### src/rtl/adder_chain_pkg.sv
// Shared types, constants and sizing helpers for the adder-chain accumulator.
package adder_chain_pkg;

    // Storage type for the prime counter; the top checks that CNT_W fits it.
    localparam int PRIME_CNT_MAX_W = 8;
    typedef logic [PRIME_CNT_MAX_W-1:0] prime_cnt_t;

    // Sliced down to WIDTH by each adder when saturating.
    localparam logic [63:0] SAT_ALL_ONES = '1;

    function automatic int CNT_W(input int stages);
        return $clog2(stages + 2);
    endfunction

endpackage

### src/rtl/adder_chain_add.sv
// One WIDTH-bit adder of the chain with carry out.
// ADDER_CHAIN_SAT_EN: clamp the sum to all-ones on carry instead of wrapping.
module adder_chain_add
    import adder_chain_pkg::*;
#(
    parameter int WIDTH = 5
) (
    input  logic [WIDTH-1:0] a,
    input  logic [WIDTH-1:0] b,
    output logic [WIDTH-1:0] sum,
    output logic             carry
);

    logic [WIDTH:0] full;

    assign full  = {1'b0, a} + {1'b0, b};
    assign carry = full[WIDTH];

`ifdef ADDER_CHAIN_SAT_EN
    assign sum = carry ? SAT_ALL_ONES[WIDTH-1:0] : full[WIDTH-1:0];
`else
    assign sum = full[WIDTH-1:0];
`endif

endmodule

### src/rtl/adder_chain_accum.sv
// Feedback accumulator: a chain of STAGES+1 registered adders all fed by out,
// with valid/ready handshake, prime tracking and sticky overflow. Macro: ADDER_CHAIN_SAT_EN.
module adder_chain_accum
    import adder_chain_pkg::*;
#(
    parameter int WIDTH  = 5,
    parameter int STAGES = 1
) (
    input  logic             clk,
    input  logic             reset,
    input  logic             clear,
    input  logic             in_valid,
    output logic             in_ready,
    input  logic [WIDTH-1:0] num,
    output logic             out_valid,
    input  logic             out_ready,
    output logic [WIDTH-1:0] out,
    output logic             overflow
);

    localparam prime_cnt_t PRIME_FULL = prime_cnt_t'(STAGES + 1);

    if (WIDTH < 2 || STAGES < 1) begin : g_bad_param
        $error("adder_chain_accum: WIDTH must be >= 2 and STAGES >= 1");
    end
    if (CNT_W(STAGES) > PRIME_CNT_MAX_W) begin : g_bad_cnt
        $error("adder_chain_accum: STAGES too large for prime_cnt_t");
    end

    logic [STAGES-1:0][WIDTH-1:0] stage;
    logic [STAGES:0][WIDTH-1:0]   sum;
    logic [STAGES:0]              carry;
    prime_cnt_t                   prime_cnt;
    prime_cnt_t                   prime_next;
    logic                         step;

    assign in_ready   = !out_valid || out_ready;
    assign step       = in_valid && in_ready;
    assign prime_next = (prime_cnt == PRIME_FULL) ? prime_cnt : prime_cnt + 1'b1;

    // Adder k takes num (k==0) or stage[k-1]; the last adder feeds out.
    for (genvar k = 0; k <= STAGES; k++) begin : g_add
        logic [WIDTH-1:0] a_in;
        if (k == 0) begin : g_first
            assign a_in = num;
        end else begin : g_chain
            assign a_in = stage[k-1];
        end
        adder_chain_add #(.WIDTH(WIDTH)) u_add (
            .a     (a_in),
            .b     (out),
            .sum   (sum[k]),
            .carry (carry[k])
        );
    end

    always_ff @(posedge clk) begin
        if (reset || clear) begin
            stage     <= '0;
            out       <= '0;
            prime_cnt <= '0;
            out_valid <= 1'b0;
            overflow  <= 1'b0;
        end else if (step) begin
            stage     <= sum[STAGES-1:0];
            out       <= sum[STAGES];
            prime_cnt <= prime_next;
            out_valid <= (prime_next == PRIME_FULL);
            overflow  <= overflow | (|carry);
        end else if (out_ready) begin
            out_valid <= 1'b0;
        end
    end

endmodule
### config.mk
export PLATFORM = sky130hd
export DESIGN_NAME = adder_chain_accum
export DESIGN_NICKNAME = d
export VERILOG_FILES = /design/src/rtl/adder_chain_pkg.sv /design/src/rtl/adder_chain_add.sv /design/src/rtl/adder_chain_accum.sv
export SDC_FILE = /design/constraint.sdc
export NUM_CORES = 1
export LEC_CHECK = 0
export ABC_AREA = 0
export BUFFER_PORTS_ARGS = -buffer_cell sky130_fd_sc_hd__buf_2
export CORE_ASPECT_RATIO = 0.8
export CORE_MARGIN = 2
export CORE_UTILIZATION = 47
export DETAILED_ROUTE_END_ITERATION = 8
export GPL_TIMING_DRIVEN = 0
export PLACE_DENSITY_LB_ADDON = 0.05
export SYNTH_ARGS = -nofsm -noshare
export SYNTH_HDL_FRONTEND = slang
export SYNTH_HIERARCHICAL = 1
export SYNTH_SLANG_ARGS = --single-unit
### constraint.sdc
create_clock -name clk -period 1.9 [get_ports clk]
set_input_delay 0.095 -clock clk [delete_from_list [all_inputs] [get_ports clk]]
set_output_delay 0.095 -clock clk [all_outputs]
set_load 0.03 [all_outputs]
==> impl_results.md <==
- Status: complete, no violations
- Power Total: 0.711 mW
- Path type of the worst min-delay path: input pin to register
- Clock Sinks: 20
- Core Area: 2480 sq um
- CTS tree: yes
- Post-synthesis cell count: 150
- GR Layer Usage met1: 0.264
- Clock latency on the worst-skew pair: 0.29 ns
- Post-CTS Setup Inserts: 0
- Final setup skew: 0.000686 ns
- DP HPWL: 1.99 mm
- Antenna Cells: 0
- Port buffer count: 17
- Worst setup SP type: register
- Relative slew slack: 0.666
- Register area share after synthesis: 0.321
- Drt first pass iters: 4
- Unrepaired setup endpoints after global routing: false
- Final Cycle Share: 0.923
- Minimum clock period: 1.75 ns
- GRT busiest layer: met2
- Routed Antenna Nets: 0
- CP Capture Type: register
- Leakage: 0.608 nW
- Worst slew pin tran: 0.502 ns
- Die area: 3080 sq um
- FP Rows: 16
- Ratio of cells with drive above 1 in the final layout: 0.200
- DRC errors left: 0
- DR iter-0 viols: 57
- Root buffer cell: clkbuf_4
- CTS HTree Levels: 1
- DIE HEIGHT: 50.1 microns
- Cell Area, Synth: 1250 sq um
- Final setup fails: 0
- YS warnings: 6
- Gr ovfl total: 0
- Routed vias: 1085
- Slowest cell on the critical path: fa_1
- CP required: 2.13 ns
- Fillcell total: 250
- First-pass GRT wire length: 4.29 mm
- GPL Wtd Cong: 0.838
- Syn_nets: 174
- CP peak stage delay: 0.41 ns
- Hold-fix buffers, CTS: 0
- Fin area: 1430 sq um
- Hold WS: 0.217 ns
- Setup TNS Final: 0 ns
- Wire length per cell: 12.2 microns
- Largest net degree at the start of global routing: 11
- WS Path Type: register to register
- Final Hold Fails: 0
- Worst-path cell chain: ha_1 -> fa_1 -> a21o_1 -> a21oi_1 -> xnor2_1 -> nand2_1 -> a21oi_1
- GR Util met3: 0.0630
- Starting density of the core: 0.503
- Gr usage total: 0.187
- Area grow syn2layout: 14.6%
- Commonest cells after routing, fill and taps aside: nand2_1 (25), dfxtp_1 (19), buf_2 (18), a21oi_1 (17), nor2_1 (14)
- Clk slew on worst S/H paths: 0.10 ns
- Chip width: 61.6 microns
- Yosys cell types: 34
- IO Pins: 18
- Grt met2 use: 0.277
- Placed Area: 1380 sq um
- Clk buf depth: 2
- Peak supply drop: 0.000442 V
- Vias in the first global route: 985
- Worst path arrival time: 1.98 ns
- Post-synthesis average cell area: 8.32 sq um
- Fmax: 570 MHz
- CP dominant cell by count: a21oi_1
- Post_cts resized: 0
- Crit-path max FO: 4
- Final count of pins violating max slew: 0
- Final Net Count: 196
- Power Dens Cells: 497 nW/um^2
- Via-to-Cell Ratio: 5.27
- Initial antenna violation count: 0
- CTS buffer count: 3
- Final wirelength: 2.51 mm
- Leading cell type in the layout, fill and taps excluded: nand2_1
- Post-synthesis register bit count: 20
- Total of max-cap violations: 0
per-stage QoR:
| step | cells | util | setup slack, ns |
|---|---|---|---|
| finish | 206 | 0.576 | 0.146 |
| detailed placement | 203 | 0.555 | 0.0499 |
| global placement | 203 | 0.555 | 0.0613 |
| global route | 206 | 0.576 | 0.00495 |
| CTS | 206 | 0.564 | 0.00409 |
| floorplan | 150 | - | 0.154 |
cell type report:
| class | count | area (sq um) | area share |
|---|---|---|---|
| multi-input combinational | 122 | 842 | 0.589 |
| sequential | 20 | 404 | 0.283 |
| timing repair buffer | 17 | 85.1 | 0.0595 |
| tap | 36 | 45.0 | 0.0315 |
| clock buffer | 3 | 22.5 | 0.0157 |
| buffer | 5 | 20.0 | 0.0140 |
| inverter | 3 | 11.3 | 0.00787 |
cells by family (layout without fill, tap and decap cells):
| family | Yosys count | count (layout) | synth area share |
|---|---|---|---|
| muxes | 1 | 1 | 0.00802 |
| and+or+nand+nor | 58 | 58 | 0.214 |
| AOI/OAI and AO/OA | 35 | 35 | 0.182 |
| xor gates and xnor gates | 14 | 14 | 0.0983 |
| adders and majority gates | 14 | 14 | 0.152 |
| DFF | 20 | 20 | 0.321 |
| buffers and inverters | 8 | 28 | 0.0251 |
final timing paths:
path	startpoint	endpoint	slack [ns]	cells after the start
worst max register to register	out[0]	out[4]	0.15	7
worst min register to register	overflow	overflow	0.45	2
worst min-delay path	reset	out_valid	0.22	4
worst max-delay path	out[0]	out[4]	0.15	7
Yosys cell counts:
cell type / instances / area share
inv_1: 3 / 0.0090
xor2_1: 4 / 0.028
or3_1: 1 / 0.0050
a21o_2: 2 / 0.014
ha_1: 12 / 0.12
and2_0: 1 / 0.0050
and3_2: 1 / 0.0060
a211o_1: 3 / 0.021
buf_1: 1 / 0.0030
nor2_1: 14 / 0.042
nor3_1: 4 / 0.016
or2_2: 1 / 0.0050
nand3_2: 1 / 0.0080
nor4b_1: 1 / 0.0070
a31oi_1: 1 / 0.0050
mux2i_1: 1 / 0.0080
o211ai_1: 2 / 0.012
xnor2_1: 10 / 0.070
a2bb2oi_1: 1 / 0.0070
nand3_1: 6 / 0.024
o21ai_0: 1 / 0.0040
nor4_2: 1 / 0.010
nand2b_1: 2 / 0.010
a21oi_1: 18 / 0.072
a32oi_1: 1 / 0.0070
a211oi_1: 1 / 0.0060
dfxtp_1: 20 / 0.32
a311oi_1: 1 / 0.0070
clkbuf_1: 3 / 0.0090
a21o_1: 2 / 0.012
nand2_1: 25 / 0.075
fa_1: 2 / 0.032
o21ai_2: 2 / 0.014
buf_2: 1 / 0.0040
flip-flops by register name (all words and copies together) (netlist names):
register / cells
out: 5
out_valid: 1
prime_cnt: 8
overflow: 1
g_add.a_in: 5
critical path: cells and delay by family, from the launching register on:
kind                     cells  cell delay, ns
XOR/XNOR                     1            0.14
AND/OR/NAND/NOR              1            0.07
flip-flops                   1            0.35
AO/OA/AOI/OAI                3            0.51
adder cells (fa/ha/maj)      2            0.63
report_power, final:
part / switching (mW) / internal (mW)
sequential: 0.00748 / 0.425
clock: 0.114 / 0.0737
combinational: 0.0531 / 0.0372
per-layer routing:
| layer | part of all wire | vias to the layer above | wire length (microns) |
|---|---|---|---|
| met4 | 0.0052 | 0 | 13 |
| met3 | 0.040 | 2 | 100 |
| met2 | 0.44 | 16 | 1100 |
| li1 | - | 566 | - |
| met5 | 0 | - | 0 |
| met1 | 0.52 | 501 | 1300 |
Note: power is estimated with default switching activity, not from simulation.
